`src/rtl/rst_seq_ctrl_pkg.sv`:
```
// Shared state type and delay helper for the reset sequencer.
package rst_seq_pkg;

    typedef enum logic [1:0] {SYNC, SEQ, RUN, SW_HOLD} rst_seq_state_e;

    // A zero gap still costs one edge, so every domain releases on its own edge.
    function automatic logic [31:0] eff_delay(input logic [31:0] d);
        return (d == 32'd0) ? 32'd1 : d;
    endfunction

endpackage

```
`src/rtl/rst_seq_ctrl_sync.sv`:
```
// Reset-release synchroniser: asserts asynchronously, deasserts after STAGES clock edges.
module rst_sync #(
    parameter int STAGES = 2
) (
    input  logic clk,
    input  logic rst_,
    output logic rst_sync_
);

    logic [STAGES-1:0] ff;

    always_ff @(posedge clk or negedge rst_) begin
        if (!rst_) ff <= '0;
        else       ff <= {ff[STAGES-2:0], 1'b1};
    end

    assign rst_sync_ = ff[STAGES-1];

endmodule

```
`src/rtl/rst_seq_ctrl.sv`:
```
// Reset sequencer: releases NUM_DOMAINS resets in order with programmable gaps,
// plus a software-triggered reset that holds all domains and re-runs the sequence.
module rst_seq_ctrl
    import rst_seq_pkg::*;
#(
    parameter int NUM_DOMAINS = 4,
    parameter int CNT_W       = 8,
    parameter int SYNC_STAGES = 2
) (
    input  logic                         clk,
    input  logic                         rst_,
    input  logic                         sw_rst_req,
    input  logic [CNT_W-1:0]             sw_rst_cycles,
    input  logic [NUM_DOMAINS*CNT_W-1:0] stage_delay,
    output logic [NUM_DOMAINS-1:0]       dom_rst_,
    output logic                         all_ready,
    output logic                         busy,
    output logic                         sw_rst_ack
);

    localparam int IDX_W = (NUM_DOMAINS > 1) ? $clog2(NUM_DOMAINS) : 1;
    localparam int LAST  = NUM_DOMAINS - 1;

    rst_seq_state_e                 state;
    logic [CNT_W-1:0]               cnt;
    logic [IDX_W-1:0]               idx;
    logic                           rel;
    logic [(NUM_DOMAINS+1)*CNT_W-1:0] dly_ext;
    logic [CNT_W-1:0]               d0_eff, nxt_eff, cur_cnt;
    logic                           last, sw_go;

    rst_sync #(.STAGES(SYNC_STAGES)) u_sync (
        .clk       (clk),
        .rst_      (rst_),
        .rst_sync_ (rel)
    );

    // The first sequencing edge happens while still in SYNC: it behaves as if
    // cnt had already been loaded with the domain-0 gap on the release edge.
    always_comb begin
        dly_ext = {{CNT_W{1'b0}}, stage_delay};
        d0_eff  = CNT_W'(eff_delay(32'(stage_delay[CNT_W-1:0])));
        nxt_eff = CNT_W'(eff_delay(32'(dly_ext[(int'(idx)+1)*CNT_W +: CNT_W])));
        last    = (idx == IDX_W'(LAST));
        cur_cnt = (state == SYNC) ? d0_eff : cnt;
        sw_go   = sw_rst_req && (sw_rst_cycles != '0) && (state == SEQ || state == RUN);
    end

    always_ff @(posedge clk or negedge rst_) begin
        if (!rst_) begin
            state      <= SYNC;
            cnt        <= '0;
            idx        <= '0;
            dom_rst_   <= '0;
            all_ready  <= 1'b0;
            busy       <= 1'b1;
            sw_rst_ack <= 1'b0;
        end else begin
            sw_rst_ack <= 1'b0;
            // A software request beats a release on the same edge.
            if (sw_go) begin
                state      <= SW_HOLD;
                cnt        <= sw_rst_cycles;
                dom_rst_   <= '0;
                all_ready  <= 1'b0;
                busy       <= 1'b1;
                sw_rst_ack <= 1'b1;
            end else begin
                case (state)
                    SYNC, SEQ: begin
                        if (state == SEQ || rel) begin
                            if (cur_cnt == CNT_W'(1)) begin
                                dom_rst_[idx] <= 1'b1;
                                if (last) begin
                                    state     <= RUN;
                                    all_ready <= 1'b1;
                                    busy      <= 1'b0;
                                end else begin
                                    state <= SEQ;
                                    idx   <= idx + IDX_W'(1);
                                    cnt   <= nxt_eff;
                                end
                            end else begin
                                state <= SEQ;
                                cnt   <= cur_cnt - CNT_W'(1);
                            end
                        end
                    end
                    SW_HOLD: begin
                        if (cnt == CNT_W'(1)) begin
                            state <= SEQ;
                            idx   <= '0;
                            cnt   <= d0_eff;
                        end else begin
                            cnt <= cnt - CNT_W'(1);
                        end
                    end
                    RUN:     ;
                    default: ;
                endcase
            end
        end
    end

endmodule

```
`config.mk`:
```
export PLATFORM = sky130hd
export DESIGN_NAME = rst_seq_ctrl
export DESIGN_NICKNAME = d
export VERILOG_FILES = /design/src/rtl/rst_seq_ctrl_pkg.sv /design/src/rtl/rst_seq_ctrl_sync.sv /design/src/rtl/rst_seq_ctrl.sv
export SDC_FILE = /design/constraint.sdc
export NUM_CORES = 1
export LEC_CHECK = 0
export CORE_ASPECT_RATIO = 1.25
export CORE_MARGIN = 2
export CORE_UTILIZATION = 50
export CTS_BUF_LIST = sky130_fd_sc_hd__clkbuf_2 sky130_fd_sc_hd__clkbuf_4 sky130_fd_sc_hd__clkbuf_8
export DETAILED_ROUTE_END_ITERATION = 7
export GPL_TIMING_DRIVEN = 0
export PLACE_DENSITY = 0.8
export SKIP_LAST_GASP = 1
export SLEW_MARGIN = 20
export SYNTH_ARGS = -nofsm -noshare
export SYNTH_HDL_FRONTEND = slang
export SYNTH_HIERARCHICAL = 1
export SYNTH_SLANG_ARGS = --single-unit
```
`constraint.sdc`:
```
create_clock -name clk -period 5.7 [get_ports clk]
set_clock_uncertainty 0.1 [all_clocks]
set_input_delay 1.14 -clock clk [delete_from_list [all_inputs] [get_ports clk]]
set_output_delay 1.14 -clock clk [all_outputs]
set_load 0.02 [all_outputs]
```
==> out/metrics.json, run 1 <==
{
  "status": {"value": "completed"},
  "worstHoldStart": {"value": "u_sync/ff[0]"},
  "layout_common_cells": {"value": "sky130_fd_sc_hd__clkdlybuf4s50_1, sky130_fd_sc_hd__dfrtp_1, sky130_fd_sc_hd__mux2i_1, sky130_fd_sc_hd__a21oi_1, sky130_fd_sc_hd__nor2_1"},
  "tritoncts": {"value": "done"},
  "critPathArrivalTime": {"value": 3.94, "unit": "ns"},
  "final.period_utilization": {"value": 67.6, "unit": "%"},
  "num_antenna_cells": {"value": 0},
  "synth_edf_count": {"value": 0},
  "first_pass_grt_wire_length": {"value": 8.80, "unit": "mm"},
  "timing.critical_path.max_delay_family": {"value": "compound AO/OA/AOI/OAI gates"},
  "final-setup-viol-count": {"value": 0},
  "portBuffers": {"value": 49},
  "start_util": {"value": 51.9, "unit": "%"},
  "gp_congestion": {"value": 0.955},
  "timing.critical_path.buf_inv": {"value": 2},
  "clock_insertion_delay_worst_skew": {"value": 0.26, "unit": "ns"},
  "core_region_area": {"value": 3750, "unit": "um^2"},
  "grt_overflow_total": {"value": 0},
  "synth-seq-area-share": {"value": 27.0, "unit": "%"},
  "ys_types": {"value": 52},
  "floorplan.die_area": {"value": 4410, "unit": "um^2"},
  "area_after_dpl": {"value": 2490, "unit": "um^2"},
  "vdd.ir_drop.worst": {"value": 0.257, "unit": "mV"},
  "ys.warnings.count": {"value": 6},
  "cp_slowest_cell": {"value": "sky130_fd_sc_hd__nor4b_2"},
  "synth_top_area_cell": {"value": "sky130_fd_sc_hd__dfrtp_1"},
  "setup.worst_path.start_class": {"value": "primary input"},
  "synthesis.area_per_instance": {"value": 8.43, "unit": "um^2"},
  "die_h": {"value": 73.8, "unit": "um"},
  "drt.antenna.violating_nets": {"value": 0},
  "critical_path.cell_chain": {"value": "clkdlybuf4s50_1 -> nor4b_2 -> a21o_1 -> inv_2 -> ha_1 -> nor3b_1 -> xor2_1 -> nor2_1 -> a211oi_1 -> o21ai_0 -> a31oi_1"},
  "timing.critical_path.fanout_max": {"value": 9},
  "syn_inst": {"value": 231},
  "timing_worst_slew_pin_value": {"value": 0.897, "unit": "ns"},
  "routed-via-count": {"value": 2017},
  "htreeDepth": {"value": 1},
  "grt_antenna_before_repair": {"value": 0},
  "io-pin-count": {"value": 50},
  "max_cap_viol_count": {"value": 0},
  "drc_violation_total_after_the_first_tritonroute_iteration": {"value": 109},
  "cts_post_setup_buffers_inserted": {"value": 0},
  "timing.critical_path.required": {"value": 5.78, "unit": "ns"},
  "setup_total_negative_slack": {"value": 0, "unit": "ns"},
  "relative_max_transition_margin": {"value": 40.0, "unit": "%"},
  "wl_per_cell": {"value": 16.4, "unit": "um"},
  "timing.critical_path.from": {"value": "stage_delay[2]"},
  "worst_r2r_startpoint": {"value": "state[0]"},
  "clockRootBuffer": {"value": "sky130_fd_sc_hd__clkbuf_8"},
  "largest_cells_by_area_after_synthesis": {"value": "sky130_fd_sc_hd__dfrtp_1, sky130_fd_sc_hd__mux2i_1, sky130_fd_sc_hd__ha_1"},
  "nets": {"value": 338},
  "path_clk_slew": {"value": 0.08, "unit": "ns"},
  "timing_max_transition_violations_final": {"value": 0},
  "critical-path-max-stage-delay": {"value": 0.56, "unit": "ns"},
  "synth.cell_area": {"value": 1950, "unit": "um^2"},
  "post_drt_via_cell_ratio": {"value": 6.23},
  "postSynthRegisterBits": {"value": 21},
  "leakagePower": {"value": 1.02, "unit": "nW"},
  "post_cts.resized_instances": {"value": 0},
  "drive_gt1_share": {"value": 9.86, "unit": "%"},
  "cts_hold_buf": {"value": 0},
  "routed_wl": {"value": 5.32, "unit": "mm"},
  "fp-row-count": {"value": 25},
  "grt.total_usage": {"value": 25.7, "unit": "%"},
  "route.detailed.drc": {"value": 0},
  "syn-num-nets": {"value": 284},
  "finalHoldViolations": {"value": 0},
  "hold_path.class": {"value": "reg -> reg"},
  "synth-main-ff-cell": {"value": "sky130_fd_sc_hd__dfrtp_1"},
  "synth_top_area_share": {"value": 25.7, "unit": "%"},
  "finalWorstPathRequiredPeriod": {"value": 3.85, "unit": "ns"},
  "cts-buffers-inserted": {"value": 3},
  "grt_pass1_vias": {"value": 1904},
  "first_pass_iters": {"value": 5},
  "critPathKind": {"value": "in -> reg"},
  "flow.area_growth_from_synthesis": {"value": 30.3, "unit": "%"},
  "die_width": {"value": 59.8, "unit": "um"},
  "async_flop_share": {"value": 100, "unit": "%"},
  "finish.instance_area": {"value": 2540, "unit": "um^2"},
  "hpwl": {"value": 4.14, "unit": "mm"},
  "power-per-cell-area": {"value": 410, "unit": "nW/um^2"},
  "critical_path.endpoint_type": {"value": "flip-flop"},
  "clk_path_buf_depth": {"value": 2},
  "most_common_cell_after_layout_fill_and_taps_aside": {"value": "sky130_fd_sc_hd__clkdlybuf4s50_1"},
  "hold_slack": {"value": 0.264, "unit": "ns"},
  "cts.sink_count": {"value": 21},
  "grt_start_max_net_pins": {"value": 22},
  "fmaxAchievable": {"value": 0.260, "unit": "GHz"},
  "grt_setup_unrepaired": {"value": "false"}
}
==> cell type report <==
type	instances	area [um^2]
flip-flops and latches	21	527
inverters	13	48.8
fillers	321	1220
plain buffers	16	88.8
repair buffers	49	490
clock inverters	1	7.51
well taps	40	50.0
clock buffers	3	41.3
multi-input cells	181	1280
==> worst paths after layout <==
kind                       cells after the start  slack, ns            to
max in group asynchronous                      1       3.67        cnt[0]
setup reg to reg                              13       2.47        cnt[4]
hold reg to reg                                0       0.26  u_sync/ff[1]
setup / recovery                              11       1.85        cnt[4]
min in group asynchronous                      1       1.28   dom_rst_[2]
hold / removal                                 0       0.26  u_sync/ff[1]
==> registers in the layout (all words and copies together) (netlist names) <==
register	count
cnt	8
dom_rst_	4
idx	2
state	2
u_sync/ff	2
all_ready	1
busy	1
sw_rst_ack	1
==> routing by layer <==
metal | part of all wire (%) | wire length (um) | track usage, %
met1 | 42 | 2240 | 32.9
met2 | 50 | 2660 | 43.7
met3 | 4.9 | 259 | 4.23
met4 | 3.1 | 167 | 7.65
met5 | 0 | 0 | 0
==> report_power, final <==
part	switching, mW	total, mW	leakage (nW)	internal [mW]
logic	0.402	0.705	0.737	0.304
registers	0.0400	0.238	0.256	0.198
clock network	0.0489	0.0982	0.0217	0.0493
==> worst reg2reg max path: stages (launching register included) <==
cell and delay (ns):
sky130_fd_sc_hd__dfrtp_1 0.41, sky130_fd_sc_hd__inv_1 0.07, sky130_fd_sc_hd__ha_1 0.20, sky130_fd_sc_hd__buf_2 0.24, sky130_fd_sc_hd__mux2_2 0.36, sky130_fd_sc_hd__a21o_1 0.22, sky130_fd_sc_hd__inv_2 0.16, sky130_fd_sc_hd__ha_1 0.25
sky130_fd_sc_hd__nor3b_1 0.25, sky130_fd_sc_hd__xor2_1 0.17, sky130_fd_sc_hd__nor2_1 0.05, sky130_fd_sc_hd__a211oi_1 0.27, sky130_fd_sc_hd__o21ai_0 0.19, sky130_fd_sc_hd__a31oi_1 0.19
==> through the flow <==
stage / std cells / power, mW / util [%] / setup slack (ns)
finish: 324 / 1.04 / 67.6 / 1.85
global route: 324 / 1.12 / 67.6 / 1.60
CTS: 324 / 1.03 / 67.6 / 1.92
detailed placement: 320 / 0.927 / 66.3 / 1.66
global placement: 320 / 0.919 / 66.3 / 1.69
floorplan: 231 / 0.735 / - / 2.62
==> Yosys cell counts (5+ instances only) <==
| library cell | count |
|---|---|
| sky130_fd_sc_hd__a21oi_1 | 17 |
| sky130_fd_sc_hd__o21ai_0 | 13 |
| sky130_fd_sc_hd__clkbuf_1 | 7 |
| sky130_fd_sc_hd__mux2i_1 | 18 |
| sky130_fd_sc_hd__nor4_1 | 7 |
| sky130_fd_sc_hd__ha_1 | 10 |
| sky130_fd_sc_hd__nand2_1 | 14 |
| sky130_fd_sc_hd__nor2_1 | 15 |
| sky130_fd_sc_hd__dfrtp_1 | 20 |
| sky130_fd_sc_hd__mux2_2 | 5 |
| sky130_fd_sc_hd__buf_2 | 5 |
| sky130_fd_sc_hd__nor3_1 | 12 |
| sky130_fd_sc_hd__xor2_1 | 7 |
| sky130_fd_sc_hd__inv_1 | 12 |
==> kinds of logic after synthesis <==
group / share of synthesized area, %
xor gates and xnor gates: 4.05
DFF: 27.0
and+or+nand+nor: 19.1
buffers and inverters: 7.06
other: 0.192
muxes: 12.9
AOI/OAI and AO/OA: 23.2
adders and majority gates: 6.42
Power figures use the tool's default switching activity.
==> run 2, diff against run 1 <==
==> constraint.sdc (replaced) <==
create_clock -name clk -period 4 [get_ports clk]
set_clock_uncertainty 0.1 [all_clocks]
set_input_delay 0.8 -clock clk [delete_from_list [all_inputs] [get_ports clk]]
set_output_delay 0.8 -clock clk [all_outputs]
set_load 0.02 [all_outputs]
==> results of run 2 <==
The final DEF is identical to that of run 1. Status: completed.
Main changes from that run: setup slack after placement 1.66 ns -> 0.297 ns; setup slack after layout 1.85 ns -> 0.489 ns; register-to-register setup slack 2.47 ns -> 0.77 ns; total power 1.04 mW -> 1.48 mW; worst IR drop on VDD 0.257 mV -> 0.367 mV
==> run 3, diff against run 2 <==
--- a/config.mk
+++ b/config.mk
@@ -6,15 +6,12 @@
 export NUM_CORES = 1
 export LEC_CHECK = 0
 export CORE_ASPECT_RATIO = 1.25
-export CORE_MARGIN = 2
 export CORE_UTILIZATION = 50
 export CTS_BUF_LIST = sky130_fd_sc_hd__clkbuf_2 sky130_fd_sc_hd__clkbuf_4 sky130_fd_sc_hd__clkbuf_8
 export DETAILED_ROUTE_END_ITERATION = 7
-export GPL_TIMING_DRIVEN = 0
 export PLACE_DENSITY = 0.8
 export SKIP_LAST_GASP = 1
 export SLEW_MARGIN = 20
 export SYNTH_ARGS = -nofsm -noshare
 export SYNTH_HDL_FRONTEND = slang
-export SYNTH_HIERARCHICAL = 1
 export SYNTH_SLANG_ARGS = --single-unit
==> run 3 against run 2 <==
Sequential power up 21%. Die area decreased by 0.35%. Cell area is 1.2% higher. Area after synthesis grew 6.2%. Non-clock buffer count is 11 lower. Setup slack better by 0.14 ns. Largest power group unchanged.
==> out/metrics.json, run 3 <==
{
  "leakagePower": {"value": 0.978, "unit": "nW", "change": "-3.7%"},
  "most_common_cell_after_layout_fill_and_taps_aside": {"value": "sky130_fd_sc_hd__clkdlybuf4s50_1"},
  "floorplan.die_area": {"value": 4400, "unit": "um^2", "change": "-0.35%"},
  "finalHoldViolations": {"value": 0, "change": "unchanged"},
  "clock_insertion_delay_worst_skew": {"value": 0.27, "unit": "ns", "change": "about the same"},
  "portBuffers": {"value": 49, "change": "unchanged"},
  "first_pass_grt_wire_length": {"value": 8.82, "unit": "mm", "change": "+0.16%"},
  "layout.filler_cells": {"value": 369, "change": "+15%"},
  "synth-main-ff-cell": {"value": "sky130_fd_sc_hd__dfrtp_1"},
  "fp-row-count": {"value": 25, "change": "unchanged"},
  "post_cts.resized_instances": {"value": 0, "change": "unchanged"},
  "syn_inst": {"value": 238, "change": "+3.0%"},
  "clk_path_buf_depth": {"value": 2, "change": "unchanged"},
  "htreeDepth": {"value": 1, "change": "unchanged"},
  "critPathKind": {"value": "in -> reg"},
  "layout_common_cells": {"value": "sky130_fd_sc_hd__clkdlybuf4s50_1, sky130_fd_sc_hd__dfrtp_1, sky130_fd_sc_hd__a21oi_1, sky130_fd_sc_hd__nor3_1, sky130_fd_sc_hd__nor2_1"},
  "routed_wl": {"value": 5.32, "unit": "mm", "change": "-0.13%"},
  "setup.worst_path.start_class": {"value": "primary input"},
  "timing.critical_path.from": {"value": "stage_delay[3]"},
  "post_drt_via_cell_ratio": {"value": 5.97, "change": "-4.1%"},
  "ys.warnings.count": {"value": 0, "change": "-6"},
  "synth_top_area_share": {"value": 24.2, "unit": "%", "change": "-1.5 points"},
  "cpMostUsedCell": {"value": "sky130_fd_sc_hd__nor3_1"},
  "postSynthRegisterBits": {"value": 21, "change": "unchanged"},
  "multi_input_area": {"value": 1350, "unit": "um^2", "change": "+4.8%"},
  "synth-seq-area-share": {"value": 25.5, "unit": "%", "change": "-1.6 points"},
  "worst_r2r_startpoint": {"value": "state[1]"},
  "start_util": {"value": 53.3, "unit": "%", "change": "+1.4 points"},
  "grt_pass1_vias": {"value": 1915, "change": "+0.58%"},
  "final-setup-viol-count": {"value": 0, "change": "unchanged"},
  "vdd.ir_drop.worst": {"value": 0.256, "unit": "mV"},
  "grt_start_max_net_pins": {"value": 23, "change": "+4.5%"},
  "ys_types": {"value": 59, "change": "+13%"},
  "largest_cells_by_area_after_synthesis": {"value": "sky130_fd_sc_hd__dfrtp_1, sky130_fd_sc_hd__ha_1, sky130_fd_sc_hd__mux2i_1"},
  "status": {"value": "completed"},
  "routed-via-count": {"value": 1987, "change": "-1.5%"},
  "syn-num-nets": {"value": 291, "change": "+2.5%"},
  "die_h": {"value": 73.9, "unit": "um", "change": "+0.16%"},
  "power_frac_clock": {"value": 9.7, "unit": "%", "change": "+0.3 points"},
  "regMostFlops": {"value": "cnt"},
  "sequentialPowerShare": {"value": 27.7, "unit": "%", "change": "+4.9 points"},
  "timing_worst_slew_pin_value": {"value": 0.929, "unit": "ns", "change": "+0.0319 ns"},
  "cp_slowest_cell": {"value": "sky130_fd_sc_hd__clkdlybuf4s50_1"},
  "grt.total_usage": {"value": 26.5, "unit": "%", "change": "+0.84 points"},
  "cts-buffers-inserted": {"value": 3, "change": "unchanged"},
  "wl_per_cell": {"value": 16.0, "unit": "um", "change": "-2.8%"},
  "cts_post_setup_buffers_inserted": {"value": 0, "change": "unchanged"},
  "yosys.cell_count.top_type": {"value": "sky130_fd_sc_hd__dfrtp_1"},
  "setup_total_negative_slack": {"value": 0, "unit": "ns", "change": "unchanged"},
  "p_int": {"value": 0.748, "unit": "mW"},
  "layout.area.seq": {"value": 527, "unit": "um^2", "change": "unchanged"},
  "tritoncts": {"value": "done"},
  "hpwl": {"value": 4.18, "unit": "mm", "change": "+0.87%"},
  "first_pass_iters": {"value": 4, "change": "-1"},
  "critical_path.endpoint_type": {"value": "flip-flop"},
  "clockRootBuffer": {"value": "sky130_fd_sc_hd__clkbuf_8"},
  "power.switching_fraction": {"value": 49.3, "unit": "%"},
  "final.period_utilization": {"value": 84.3, "unit": "%"},
  "final_core_util": {"value": 66.2, "unit": "%", "change": "-1.4 points"},
  "switchingPower": {"value": 0.726, "unit": "mW"},
  "gp_congestion": {"value": 0.949, "change": "-0.64%"},
  "die_width": {"value": 59.5, "unit": "um", "change": "-0.51%"},
  "drt.antenna.violating_nets": {"value": 0, "change": "unchanged"},
  "timing_max_transition_violations_final": {"value": 0, "change": "unchanged"},
  "hold_path.class": {"value": "reg -> reg"},
  "timing.critical_path.fanout_max": {"value": 9, "change": "unchanged"},
  "synth.cell_area": {"value": 2070, "unit": "um^2", "change": "+6.2%"},
  "comb_power_share": {"value": 62.5, "unit": "%", "change": "-5.2 points"},
  "critical_path.cell_chain": {"value": "clkdlybuf4s50_1 -> nor3_1 -> a21oi_1 -> nor2_1 -> inv_8 -> ha_1 -> and4_1 -> nor3_1 -> a221oi_1 -> o31ai_1 -> a31oi_1"},
  "nets": {"value": 333, "change": "-1.5%"},
  "worstHoldStart": {"value": "u_sync.ff[0]"},
  "largest_reg_flops": {"value": 8, "change": "unchanged"},
  "route.detailed.drc": {"value": 0, "change": "unchanged"},
  "synth_edf_count": {"value": 0, "change": "unchanged"},
  "cts_hold_buf": {"value": 0, "change": "unchanged"},
  "finalWorstPathRequiredPeriod": {"value": 3.37, "unit": "ns"},
  "timing.critical_path.max_delay_family": {"value": "simple AND/OR/NAND/NOR gates"},
  "num_antenna_cells": {"value": 0, "change": "unchanged"},
  "io-pin-count": {"value": 50, "change": "unchanged"},
  "power-per-cell-area": {"value": 574, "unit": "nW/um^2"},
  "cts.sink_count": {"value": 21, "change": "unchanged"},
  "drive_gt1_share": {"value": 10.4, "unit": "%", "change": "+0.54 points"},
  "fmaxAchievable": {"value": 0.297, "unit": "GHz"},
  "async_flop_share": {"value": 100, "unit": "%", "change": "unchanged"},
  "timing.critical_path.required": {"value": 4.03, "unit": "ns"},
  "critPathArrivalTime": {"value": 3.40, "unit": "ns"},
  "max_cap_viol_count": {"value": 0, "change": "unchanged"},
  "flow.area_growth_from_synthesis": {"value": 24.2, "unit": "%"},
  "layout_top_registers": {"value": "cnt (8), dom_rst_ (4)"},
  "core_region_area": {"value": 3880, "unit": "um^2", "change": "+3.3%"},
  "relative_max_transition_margin": {"value": 37.8, "unit": "%", "change": "-2.1 points"},
  "drc_violation_total_after_the_first_tritonroute_iteration": {"value": 110, "change": "+0.92%"},
  "timing.critical_path.buf_inv": {"value": 2, "change": "unchanged"},
  "synthesis.area_per_instance": {"value": 8.69, "unit": "um^2", "change": "+3.0%"},
  "path_clk_slew": {"value": 0.08, "unit": "ns", "change": "about the same"},
  "grt_antenna_before_repair": {"value": 0, "change": "unchanged"},
  "place_worst_setup_slack": {"value": 0.367, "unit": "ns"},
  "synth_common_cells": {"value": "sky130_fd_sc_hd__dfrtp_1, sky130_fd_sc_hd__a21oi_1, sky130_fd_sc_hd__nor3_1, sky130_fd_sc_hd__nor2_1, sky130_fd_sc_hd__mux2i_1"},
  "grt_overflow_total": {"value": 0, "change": "unchanged"},
  "synth_top_area_cell": {"value": "sky130_fd_sc_hd__dfrtp_1"},
  "critical-path-max-stage-delay": {"value": 0.46, "unit": "ns", "change": "-0.10 ns"},
  "grt_setup_unrepaired": {"value": "false"},
  "worst_setup_slack_final": {"value": 0.630, "unit": "ns"}
}
run 3: changes by cell type after synthesis, moves of 6 or more:
cell                      delta
sky130_fd_sc_hd__mux2i_1     -7
sky130_fd_sc_hd__nand2_1     -6
sky130_fd_sc_hd__nand3_1     +6
sky130_fd_sc_hd__nor3_1      +6
sky130_fd_sc_hd__o21ai_0     -6
run 3: logic make-up (layout without fill, tap and decap cells):
logic type / count (synthesis) / count (layout) / synth area share [%]
multiplexers: 20 / 20 / 10.4
buffers and inverters: 29 / 70 / 9.50
XOR/XNOR: 6 / 6 / 2.54
other: 1 / 1 / 0.181
AND/OR/NAND/NOR: 82 / 82 / 22.7
flip-flops: 21 / 21 / 25.5
adder cells (fa/ha/maj): 10 / 10 / 6.05
AO/OA/AOI/OAI: 69 / 69 / 23.1
run 3: area by class of cell:
class,count,area share [%]
Clock buffer,3,1.61
Clock inverter,1,0.292
Inverter,12,2.05
Multi-Input combinational cell,188,52.4
Sequential cell,21,20.5
Tap cell,54,2.63
Timing Repair Buffer,54,20.6
run 3: power by group through the flow:
stage	clock (mW)	sequential (mW)	combinational [mW]
final	0.143	0.409	0.922
after global routing	0.158	0.421	1.02
after CTS	0.149	0.407	0.914
after detailed placement	0	0.411	0.909
after global placement	0	0.409	0.900
after floorplan	0	0.330	0.791
run 3: worst paths after layout:
kind                                 to  slack [ns]  cells past startpoint
max                              cnt[6]        0.63                     11
min                        u_sync.ff[1]        0.26                      0
max reg2reg                      idx[0]        0.98                      7
min reg2reg                u_sync.ff[1]        0.26                      0
max in group asynchronous        cnt[7]        2.28                      1
min in group asynchronous      state[0]        0.95                      1
run 3: worst register-to-register path: stages (launching register included):
cell	delay, ns
sky130_fd_sc_hd__dfrtp_1	0.39
sky130_fd_sc_hd__inv_1	0.11
sky130_fd_sc_hd__ha_1	0.57
sky130_fd_sc_hd__mux2i_1	0.46
sky130_fd_sc_hd__o21a_1	0.39
sky130_fd_sc_hd__a31oi_1	0.15
sky130_fd_sc_hd__a2111oi_2	0.37
sky130_fd_sc_hd__mux2_1	0.37
run 3: per-stage QoR:
step                cell area (um^2)  hold WS (ns)  instances  total power, mW
floorplan                       2070         0.231        238             1.12
global placement                2520         0.236        329             1.31
detailed placement              2520         0.248        329             1.32
CTS                             2570         0.267        333             1.47
global route                    2570         0.269        333             1.60
finish                          2570         0.261        333             1.47
run 3: layer usage:
layer,track usage [%],wire length [um]
met1,31.6,2250
met2,44.6,2580
met3,5.99,301
met4,13.2,180
met5,0,0
